[config.mk]
export PLATFORM = sky130hd
export DESIGN_NAME = power_gate_ctrl_flat
export DESIGN_NICKNAME = d
export VERILOG_FILES = /design/src/rtl/power_gate_ctrl_if.sv /design/src/rtl/power_gate_ctrl.sv /design/src/flat_wrapper.sv
export SDC_FILE = /design/constraint.sdc
export NUM_CORES = 1
export LEC_CHECK = 0
export CAP_MARGIN = 0
export CORE_ASPECT_RATIO = 0.9
export CORE_UTILIZATION = 55
export DETAILED_ROUTE_END_ITERATION = 6
export GPL_ROUTABILITY_DRIVEN = 0
export PLACE_DENSITY = 0.9
export SYNTH_ARGS = -nofsm -noshare
export SYNTH_HDL_FRONTEND = slang
export SYNTH_SLANG_ARGS = --single-unit
[constraint.sdc]
create_clock -name clk -period 5.43 [get_ports clk]
set_clock_uncertainty 0.05 [all_clocks]
set_input_delay 1.086 -clock clk [delete_from_list [all_inputs] [get_ports clk]]
set_output_delay 1.086 -clock clk [all_outputs]
set_load 0.01 [all_outputs]
[src/rtl/power_gate_ctrl_if.sv]
// power_gate_ctrl_if
// Groups the power-manager request lines and the sleep-transistor / status
// lines of power_gate_ctrl into one bundle.
//   master : power manager side (drives sleep_req/wake_req, observes status)
//   slave  : power_gate_ctrl side (observes requests, drives gates/status)
// Signals:
//   sleep_req, wake_req      level requests from the power manager
//   hdr_weak_n, hdr_strong_n pmos header gates, 0 = conducting
//   ftr_en                   nmos footer gate, 1 = conducting
//   iso_en                   isolation clamp enable, 1 = clamped
//   pwr_good                 island fully powered and unclamped
//   busy                     sequencer in a transitional state
//   sleep_done, wake_done    one-cycle completion pulses
interface power_gate_ctrl_if;
   logic sleep_req;
   logic wake_req;
   logic hdr_weak_n;
   logic hdr_strong_n;
   logic ftr_en;
   logic iso_en;
   logic pwr_good;
   logic busy;
   logic sleep_done;
   logic wake_done;

   modport master (
      output sleep_req, wake_req,
      input  hdr_weak_n, hdr_strong_n, ftr_en, iso_en, pwr_good, busy,
             sleep_done, wake_done
   );

   modport slave (
      input  sleep_req, wake_req,
      output hdr_weak_n, hdr_strong_n, ftr_en, iso_en, pwr_good, busy,
             sleep_done, wake_done
   );
endinterface

[src/rtl/power_gate_ctrl.sv]
// power_gate_ctrl
// Sequences the sleep transistors of a switch-level logic island: clamps the
// island outputs before cutting the rails, and restores the rails in two
// stages (weak header, then strong header) to limit rush current before
// releasing the clamps.
// Parameters:
//   ISO_CYCLES    cycles isolation is held before the rails are cut (1..255)
//   SETTLE_CYCLES cycles spent in each wake stage (1..255)
// Ports:
//   clk  single clock, rising edge
//   rst  synchronous active-high reset, returns to ACTIVE
//   pg   power_gate_ctrl_if.slave: requests in, gate/status outputs out
// All outputs are flops loaded from the next-state decode, so no input
// reaches an output without passing through a register.
module power_gate_ctrl #(
   parameter int unsigned ISO_CYCLES    = 2,
   parameter int unsigned SETTLE_CYCLES = 4
) (
   input  logic             clk,
   input  logic             rst,
   power_gate_ctrl_if.slave pg
);

   typedef enum logic [2:0] {
      ACTIVE,
      ISO,
      SLEEP,
      WAKE_WEAK,
      WAKE_STRONG
   } state_t;

   localparam logic [7:0] ISO_LAST    = 8'(ISO_CYCLES - 1);
   localparam logic [7:0] SETTLE_LAST = 8'(SETTLE_CYCLES - 1);

   state_t     state, state_nxt;
   logic [7:0] cnt, cnt_nxt;

   // {hdr_weak_n, hdr_strong_n, ftr_en, iso_en, pwr_good, busy}
   logic [5:0] rails_q, rails_nxt;
   logic       sleep_done_q, sleep_done_nxt;
   logic       wake_done_q, wake_done_nxt;

   always_ff @(posedge clk) begin
      if (rst) begin
         state        <= ACTIVE;
         cnt          <= '0;
         rails_q      <= 6'b001010;
         sleep_done_q <= 1'b0;
         wake_done_q  <= 1'b0;
      end else begin
         state        <= state_nxt;
         cnt          <= cnt_nxt;
         rails_q      <= rails_nxt;
         sleep_done_q <= sleep_done_nxt;
         wake_done_q  <= wake_done_nxt;
      end
   end

   always_comb begin
      state_nxt = state;
      unique case (state)
         ACTIVE: begin
            if (pg.sleep_req) state_nxt = ISO;
         end
         ISO: begin
            // A dropped request aborts before the dwell count is considered.
            if (!pg.sleep_req)        state_nxt = ACTIVE;
            else if (cnt == ISO_LAST) state_nxt = SLEEP;
         end
         SLEEP: begin
            if (pg.wake_req) state_nxt = WAKE_WEAK;
         end
         WAKE_WEAK: begin
            if (cnt == SETTLE_LAST) state_nxt = WAKE_STRONG;
         end
         WAKE_STRONG: begin
            if (cnt == SETTLE_LAST) state_nxt = ACTIVE;
         end
         default: state_nxt = ACTIVE;
      endcase
   end

   always_comb begin
      cnt_nxt = '0;
      if (state_nxt == state && state inside {ISO, WAKE_WEAK, WAKE_STRONG})
         cnt_nxt = cnt + 8'd1;
   end

   // Outputs decoded from the state being entered so they appear in the same
   // cycle as the state itself.
   always_comb begin
      rails_nxt = 6'b001010;
      unique case (state_nxt)
         ACTIVE:      rails_nxt = 6'b001010;
         ISO:         rails_nxt = 6'b001101;
         SLEEP:       rails_nxt = 6'b110100;
         WAKE_WEAK:   rails_nxt = 6'b011101;
         WAKE_STRONG: rails_nxt = 6'b001101;
         default:     rails_nxt = 6'b001010;
      endcase
      sleep_done_nxt = (state_nxt == SLEEP) && (state != SLEEP);
      wake_done_nxt  = (state_nxt == ACTIVE) && (state == WAKE_STRONG);
   end

   assign pg.hdr_weak_n   = rails_q[5];
   assign pg.hdr_strong_n = rails_q[4];
   assign pg.ftr_en       = rails_q[3];
   assign pg.iso_en       = rails_q[2];
   assign pg.pwr_good     = rails_q[1];
   assign pg.busy         = rails_q[0];
   assign pg.sleep_done   = sleep_done_q;
   assign pg.wake_done    = wake_done_q;

endmodule

[src/flat_wrapper.sv]
// flat-port wrapper written by rule: the top's interface ports become plain ports
module power_gate_ctrl_flat 
#(
   parameter int unsigned ISO_CYCLES    = 2,
   parameter int unsigned SETTLE_CYCLES = 4
)
  (clk, rst, pg_sleep_req, pg_wake_req, pg_hdr_weak_n, pg_hdr_strong_n, pg_ftr_en, pg_iso_en, pg_pwr_good, pg_busy, pg_sleep_done, pg_wake_done);
  power_gate_ctrl_if pg_i ();
  input  logic clk;
  input  logic rst;
  input wire logic [$bits(pg_i.sleep_req)-1:0] pg_sleep_req;
  input wire logic [$bits(pg_i.wake_req)-1:0] pg_wake_req;
  output wire logic [$bits(pg_i.hdr_weak_n)-1:0] pg_hdr_weak_n;
  output wire logic [$bits(pg_i.hdr_strong_n)-1:0] pg_hdr_strong_n;
  output wire logic [$bits(pg_i.ftr_en)-1:0] pg_ftr_en;
  output wire logic [$bits(pg_i.iso_en)-1:0] pg_iso_en;
  output wire logic [$bits(pg_i.pwr_good)-1:0] pg_pwr_good;
  output wire logic [$bits(pg_i.busy)-1:0] pg_busy;
  output wire logic [$bits(pg_i.sleep_done)-1:0] pg_sleep_done;
  output wire logic [$bits(pg_i.wake_done)-1:0] pg_wake_done;
  assign pg_i.sleep_req = pg_sleep_req;
  assign pg_i.wake_req = pg_wake_req;
  assign pg_hdr_weak_n = pg_i.hdr_weak_n;
  assign pg_hdr_strong_n = pg_i.hdr_strong_n;
  assign pg_ftr_en = pg_i.ftr_en;
  assign pg_iso_en = pg_i.iso_en;
  assign pg_pwr_good = pg_i.pwr_good;
  assign pg_busy = pg_i.busy;
  assign pg_sleep_done = pg_i.sleep_done;
  assign pg_wake_done = pg_i.wake_done;
  power_gate_ctrl #(.ISO_CYCLES(ISO_CYCLES), .SETTLE_CYCLES(SETTLE_CYCLES)) u_core (.clk(clk), .rst(rst), .pg(pg_i));
endmodule
==> results by group, run 1 <==
Die
  – Starting Density: 58.7%
  – Chip width: 43.4 um
  – Core area: around 1400 um2
  – # rows: 13
  – Die Span Y: 39.3 um
  – Die area: between 1500 and 2000 um2
  – Top-Level Pins: 12

Synth
  – Simple-gate area share of the yosys netlist: between 20% and 30%
  – Avg Cell Area, Syn: 10.1 um2
  – Complex-gate fraction of the synthesized area: between 10% and 20%
  – Top-area cell type share of the netlist area: between 40 and 50%
  – Synthesized flop and latch total: 19
  – YS warnings: 0
  – Post-Synth XOR/XNOR Area: 6.19%
  – Cells after Synth: 84
  – Register area share after synthesis: 44.8%
  – Synth cell types: 33
  – Mux cell area share after synthesis: 1.18%
  – Adder-Cell Fraction of Synth Area: 2.95%
  – Post-Syn Area: 850 um2
  – Synth area leader: dfxtp_1
  – Largest family of logic cells by synthesized area: simple AND/OR/NAND/NOR gates
  – Top post-synthesis cells by area: dfxtp_1 (45%), nor3_1 (5.3%), xnor2_1 (4.1%)
  – Syn nets: 90

Finish
  – Multi-input logic area: 458 um2
  – Non-Filler Instances: 113
  – Fin util: 69.2%
  – # fillers: 116
  – Most common cell after layout, fill and taps aside: dfxtp_1
  – Antenna Cells: 0
  – Final Net Count: 105
  – FF+latch area: 380 um2
  – Ratio of cells with drive above 1 in the final layout: 11.2%
  – Design area: 1000 um2
  – Area delta synth->final: 18.0%
  – Most frequent cells in the layout: dfxtp_1 (19), clkdlybuf4s50_1 (11), nor3_1 (9)

Route
  – Iter 0 DRT Violations: 16
  – Total number of vias: 670
  – Drt total wl: 1670 um
  – Average wire per cell in the routed design: 14.8 um
  – DRT Pass-1 Iters: 5
  – Post-DRT Antenna Nets: 0
  – DRC: 0
  – Vias per inst: 5.93

Worst setup path
  – Worst Reg-to-Reg Cells: 5
  – Max incr delay on CP: 0.49 ns
  – Worst setup SP type: primary input
  – FF-to-FF Start: u_core.cnt[0]
  – Max FO, Critical Path: 4
  – Worst Setup End Kind: register
  – Crit Path Category: in2reg
  – Flop-to-flop setup slack: between 3 and 4 ns
  – Worst EP arrival: about 2.8 ns
  – Worst-path cell with the longest stage delay: clkdlybuf4s50_1
  – Critical Path RT: 5.63 ns
  – Critical path, cell by cell: clkdlybuf4s50_1 -> nor4bb_1 -> nand4_2 -> a2111oi_4 -> o211a_1
  – Worst R2R End: u_core.pg.sleep_done

GRT
  – GRT Total Usage: a little under a quarter
  – First-pass GRT wire length: between 2000 and 3000 um
  – Grt ovf: 0
  – Number of global-route vias before repair: 555
  – Initial antenna violation count: 0
  – Largest net degree at the start of global routing: 12

Placed design
  – Placed cell areas: 975 um2
  – Place WS: 2.54 ns
  – Dpl cells: about 110
  – Detailed placement HPWL: 1150 um
  – PortBufs: 11

STA
  – Fin Hold WS: 0.508 ns
  – Slew HR: 60.9%
  – Fin. max-slew vios: 0
  – PnR worst setup slack: between 2 and 3 ns
  – Final period util: just under 50%
  – Unrepaired setup endpoints after global routing: false
  – Setup violators final: 0
  – Worst Max-Slew Pin Slew: between 0.5 and 0.6 ns
  – Setup TNS Final: 0 ns
  – Final Hold Fails: 0
  – Max Fclk: 383 MHz
  – Final Critical Period: 2.61 ns

Power
  – Pwr/cell area: roughly 250 nW/um2
  – VDD IR max: about 190 uV
  – Tot Pwr: around 0.25 mW
  – Leak Pwr: 0.349 nW

Hold path
  – Hold path endpoint: u_core.cnt[0]
  – Worst hold start: u_core.cnt[0]
  – HP Class: reg2reg
  – Hold depth: 1

Clocking
  – Clock Sink Count: 19
  – CTS clk-pin slew, worst paths: 0.11 ns
  – CTS buffer count: 3
  – Root Driver: clkbuf_4
  – Clk_lat worst skew: roughly 0.30 ns
  – Hold Buf Count CTS: 0
  – Bufs on Longest Clock Path: 2
  – Post-CTS sizing: 0
  – CTS tree: done
  – Setup bufs post-CTS: 0
  – H-tree levels: 1

Outcome
  – Status: finished, final reports clean

Job
  – Max-Cap Viols: 0
layer usage:
layer  up-vias  global-route usage, %  part of all wire, %
met5         -                      0                    0
met4         0                   14.1                  2.0
met3         4                   5.53                  4.6
met2        19                   35.2                   46
met1       307                   28.5                   47
li1        340                      -                    -
layout make-up:
class	instances	area share [%]
Multi-Input combinational cell	62	45.7
Sequential cell	19	38.0
Timing Repair Buffer	11	11.0
Clock buffer	3	2.25
Tap cell	15	1.87
Inverter	2	0.749
Clock inverter	1	0.499
kinds of logic after synthesis:
group                      after synthesis
AOI/OAI and AO/OA                       15
xor gates and xnor gates                 6
adders and majority gates                2
buffers and inverters                    3
DFF                                     19
muxes                                    1
and+or+nand+nor                         38
registers in the layout, indices dropped and copies added (netlist names):
signal and count:
u_core.pg.wake_done 1, u_core.pg.sleep_done 1, u_core.rails_q 6, u_core.cnt 8, u_core.state 3
worst max-delay path by stage:
stage                       from                   end  slack [ns]  depth (start not counted)
finish              pg_sleep_req  u_core.pg.sleep_done        2.82                          5
global route        pg_sleep_req  u_core.pg.sleep_done        2.67                          5
detailed placement  pg_sleep_req  u_core.pg.sleep_done        2.54                          5
CTS                 pg_sleep_req  u_core.pg.sleep_done        2.84                          5
global placement    pg_sleep_req  u_core.pg.sleep_done        2.60                          5
floorplan           pg_sleep_req  u_core.pg.sleep_done        3.17                          4
power breakdown:
group,total [mW],switching [mW],internal (mW)
Combinational,0.0311,0.0161,0.0150
Sequential,0.149,0.00416,0.144
Clock,0.0712,0.0437,0.0275
Total,0.251,0.0640,0.187
cell usage after synthesis:
cell type / number
or2_2: 1
a2111oi_4: 1
a211oi_1: 1
a21boi_1: 1
nor4_4: 1
nand2b_1: 2
a2111oi_0: 1
nor3_2: 2
nor3b_1: 1
mux2i_1: 1
nor3_1: 9
nand3_1: 3
xor2_1: 2
a31oi_1: 2
and2_1: 2
nand4_2: 1
a31o_1: 2
dfxtp_1: 19
o211a_1: 1
nand2_1: 4
and4bb_2: 1
a22oi_1: 1
buf_1: 1
xnor2_1: 4
a21oi_1: 3
o21bai_1: 1
or3b_1: 2
nor4bb_1: 1
o32ai_1: 1
ha_1: 2
inv_1: 2
nor2_1: 7
nor4_1: 1
worst max-delay path, delay by kind of cell:
family | cells | cell delay [ns]
AO/OA/AOI/OAI | 2 | 0.68
buffers and inverters | 1 | 0.49
AND/OR/NAND/NOR | 2 | 0.55
(Power assumes the default switching activity.)
==> inputs of run 2 (changes only) <==
--- a/config.mk
+++ b/config.mk
@@ -7,10 +7,10 @@
 export LEC_CHECK = 0
 export CAP_MARGIN = 0
 export CORE_ASPECT_RATIO = 0.9
-export CORE_UTILIZATION = 55
+export CORE_UTILIZATION = 51
 export DETAILED_ROUTE_END_ITERATION = 6
 export GPL_ROUTABILITY_DRIVEN = 0
-export PLACE_DENSITY = 0.9
+export PLACE_DENSITY = 0.85
 export SYNTH_ARGS = -nofsm -noshare
 export SYNTH_HDL_FRONTEND = slang
 export SYNTH_SLANG_ARGS = --single-unit
==> constraint.sdc (replaced) <==
create_clock -name clk -period 2.71 [get_ports clk]
set_clock_uncertainty 0.05 [all_clocks]
set_input_delay 0.542 -clock clk [delete_from_list [all_inputs] [get_ports clk]]
set_output_delay 0.542 -clock clk [all_outputs]
set_load 0.01 [all_outputs]
==> run 2 against run 1 <==
  * Total power grew 100%
  * Setup slack got worse by 2.5 ns
  * Sequential power up 100%
  * Sequential share of layout area shrank 0.33 points
  * First-iteration DRC count is 6.3% higher
  * Critical path depth did not move
  * Sequential cell count is the same
  * Combinational power grew 100%
  * Design area grew 0.87%
  * Largest power group unchanged
==> results by group, run 2 (same netlist as run 1, synthesis figures left out) <==
Outcome
  – Status: finished, final reports clean (unchanged)

Worst setup path
  – CP top delay family: compound AO/OA/AOI/OAI gates (unchanged)
  – Max incr delay on CP: 0.59 ns (was 0.49 ns)
  – Worst setup SP type: register (was primary input)
  – Critical Path RT: 2.84 ns (was 5.63 ns)
  – Crit Path Category: reg2reg (was in2reg)
  – Max FO, Critical Path: 8 (was 4)
  – CP Buf/Inv Count: 0 (was 1)
  – Worst Setup End Kind: register (unchanged)
  – Worst-path cell with the longest stage delay: nor3b_1 (was clkdlybuf4s50_1)
  – Critical path, cell by cell: ha_1 -> nor3b_1 -> a22oi_1 -> o21bai_1 -> nor3_1 (was clkdlybuf4s50_1 -> nor4bb_1 -> nand4_2 -> a2111oi_4 -> o211a_1)
  – Worst EP arrival: 2.49 ns (was 2.81 ns)

STA
  – Setup TNS Final: 0 ns (unchanged)
  – PnR worst setup slack: 0.349 ns (was 2.82 ns)
  – Fin. max-slew vios: 0 (unchanged)
  – Unrepaired setup endpoints after global routing: false (unchanged)
  – Worst Max-Slew Pin Slew: 0.670 ns (was 0.585 ns)
  – Max Fclk: 424 MHz
  – Setup violators final: 0 (unchanged)
  – Final Hold Fails: 0 (unchanged)
  – Slew HR: 55.3% (was 60.9%)
  – Final Critical Period: ~2.4 ns
  – Fin Hold WS: 0.483 ns (was 0.508 ns)
  – Final period util: 87.1%

Placed design
  – PortBufs: 11 (unchanged)
  – Place WS: 0.393 ns (was 2.54 ns)
  – Placed cell areas: 983 um2 (was 975 um2)
  – Detailed placement HPWL: 1260 um (was 1150 um)
  – Dpl cells: 116 (was 109)

Power
  – Comb pwr share: 12.4% (about the same)
  – Net Sw Power: 0.132 mW (was 0.0640 mW)
  – Leak Pwr: 0.349 nW (unchanged)
  – Tot Pwr: 0.507 mW (was 0.251 mW)
  – Internal power: 0.375 mW (was 0.187 mW)
  – Clock power frac: 28.8% (was 28.4%)
  – VDD IR max: 311 uV (was 185 uV)
  – Pwr/cell area: 501 nW/um2 (was 250 nW/um2)
  – Sequential power share: 58.8% (was 59.2%)
  – Sw Ratio: 26.0% (was 25.5%)

Clocking
  – Setup bufs post-CTS: 0 (unchanged)
  – Bufs on Longest Clock Path: 2 (unchanged)
  – CTS tree: done (unchanged)
  – Hold Buf Count CTS: 0 (unchanged)
  – H-tree levels: 1 (unchanged)
  – Clock Sink Count: 19 (unchanged)
  – Post-CTS sizing: 0 (unchanged)
  – Clk_lat worst skew: 0.31 ns (was 0.30 ns)
  – Root Driver: clkbuf_4 (unchanged)
  – CTS buffer count: 3 (unchanged)
  – CTS clk-pin slew, worst paths: 0.11 ns (about the same)

Route
  – Post-DRT Antenna Nets: 0 (unchanged)
  – DRT Pass-1 Iters: 4 (was 5)
  – DRC: 0 (unchanged)
  – Drt total wl: 1670 um (about the same)
  – Vias per inst: 5.65 (was 5.93)
  – Total number of vias: 678 (was 670)
  – Iter 0 DRT Violations: 17 (was 16)
  – Average wire per cell in the routed design: 13.9 um (was 14.8 um)

GRT
  – First-pass GRT wire length: 2660 um (was 2630 um)
  – Met1 Resource Use GR: 25.1% (was 28.5%)
  – Grt ovf: 0 (unchanged)
  – GRT Total Usage: 21.6% (was 22.7%)
  – Number of global-route vias before repair: 616 (was 555)
  – Global routing's busiest layer: met2 (unchanged)
  – Met2 Usage GRT: 34.8% (was 35.2%)
  – Largest net degree at the start of global routing: 12 (unchanged)
  – Met3 GRT Util: 8.81% (was 5.53%)
  – Initial antenna violation count: 0 (unchanged)

Finish
  – Area delta synth->final: 19.0% (was 18.0%)
  – Ratio of cells with drive above 1 in the final layout: 11.2% (unchanged)
  – Most frequent cells in the layout: dfxtp_1 (19), clkdlybuf4s50_1 (11), nor3_1 (9) (unchanged)
  – Largest regs: u_core.cnt (8), u_core.rails_q (6), u_core.state (3) (unchanged)
  – Design area: 1010 um2 (was 1000 um2)
  – Biggest register: u_core.cnt (unchanged)
  – Largest register FFs: 8 (unchanged)
  – Final Net Count: 105 (unchanged)
  – Antenna Cells: 0 (unchanged)
  – Fin util: 67.6% (was 69.2%)
  – Non-Filler Instances: 120 (was 113)
  – Most common cell after layout, fill and taps aside: dfxtp_1 (unchanged)

Die
  – Top-Level Pins: 12 (unchanged)
  – Chip width: 45.0 um (was 43.4 um)
  – Core area: 1500 um2 (was 1450 um2)
  – Starting Density: 56.8% (was 58.7%)
  – # rows: 13 (unchanged)
  – Die Span Y: 40.7 um (was 39.3 um)
  – Die area: 1830 um2 (was 1710 um2)

Hold path
  – HP Class: reg2reg (unchanged)

Job
  – Max-Cap Viols: 0 (unchanged)
-- run 2: cell counts in the layout (fill, tap and decap cells not counted) --
No cell type changed its count.
-- run 2: final timing paths --
| check | startpoint | to | slack [ns] | depth (start not counted) |
|---|---|---|---|---|
| setup / recovery | u_core.cnt[0] | u_core.cnt[2] | 0.35 | 5 |
| hold / removal | u_core.cnt[0] | u_core.cnt[0] | 0.48 | 1 |
| setup reg to reg | u_core.cnt[0] | u_core.cnt[2] | 0.35 | 5 |
| hold reg to reg | u_core.cnt[0] | u_core.cnt[0] | 0.48 | 1 |
-- run 2: area by class of cell --
| cell class | count | area (um2) |
|---|---|---|
| Sequential cell | 19 | 380 |
| Inverter | 2 | 7.51 |
| Fill cell | 127 | 485 |
| Clock inverter | 1 | 5.00 |
| Multi-Input combinational cell | 62 | 458 |
| Timing Repair Buffer | 11 | 110 |
| Tap cell | 22 | 27.5 |
| Clock buffer | 3 | 22.5 |
-- run 2: routing by layer --
layer / vias up / routed length (um)
met3: 2 / 99
li1: 340 / -
met1: 317 / 804
met5: - / 0
met2: 19 / 752
met4: 0 / 13
-- run 2: power by group through the flow --
stage	Combinational (mW)	Clock [mW]	Sequential [mW]
2_1_floorplan	0.0362	0	0.305
3_3_place_gp	0.0607	0	0.303
3_5_place_dp	0.0626	0	0.304
4_1_cts	0.0626	0.150	0.298
5_1_grt	0.0700	0.157	0.299
6_report	0.0630	0.146	0.298
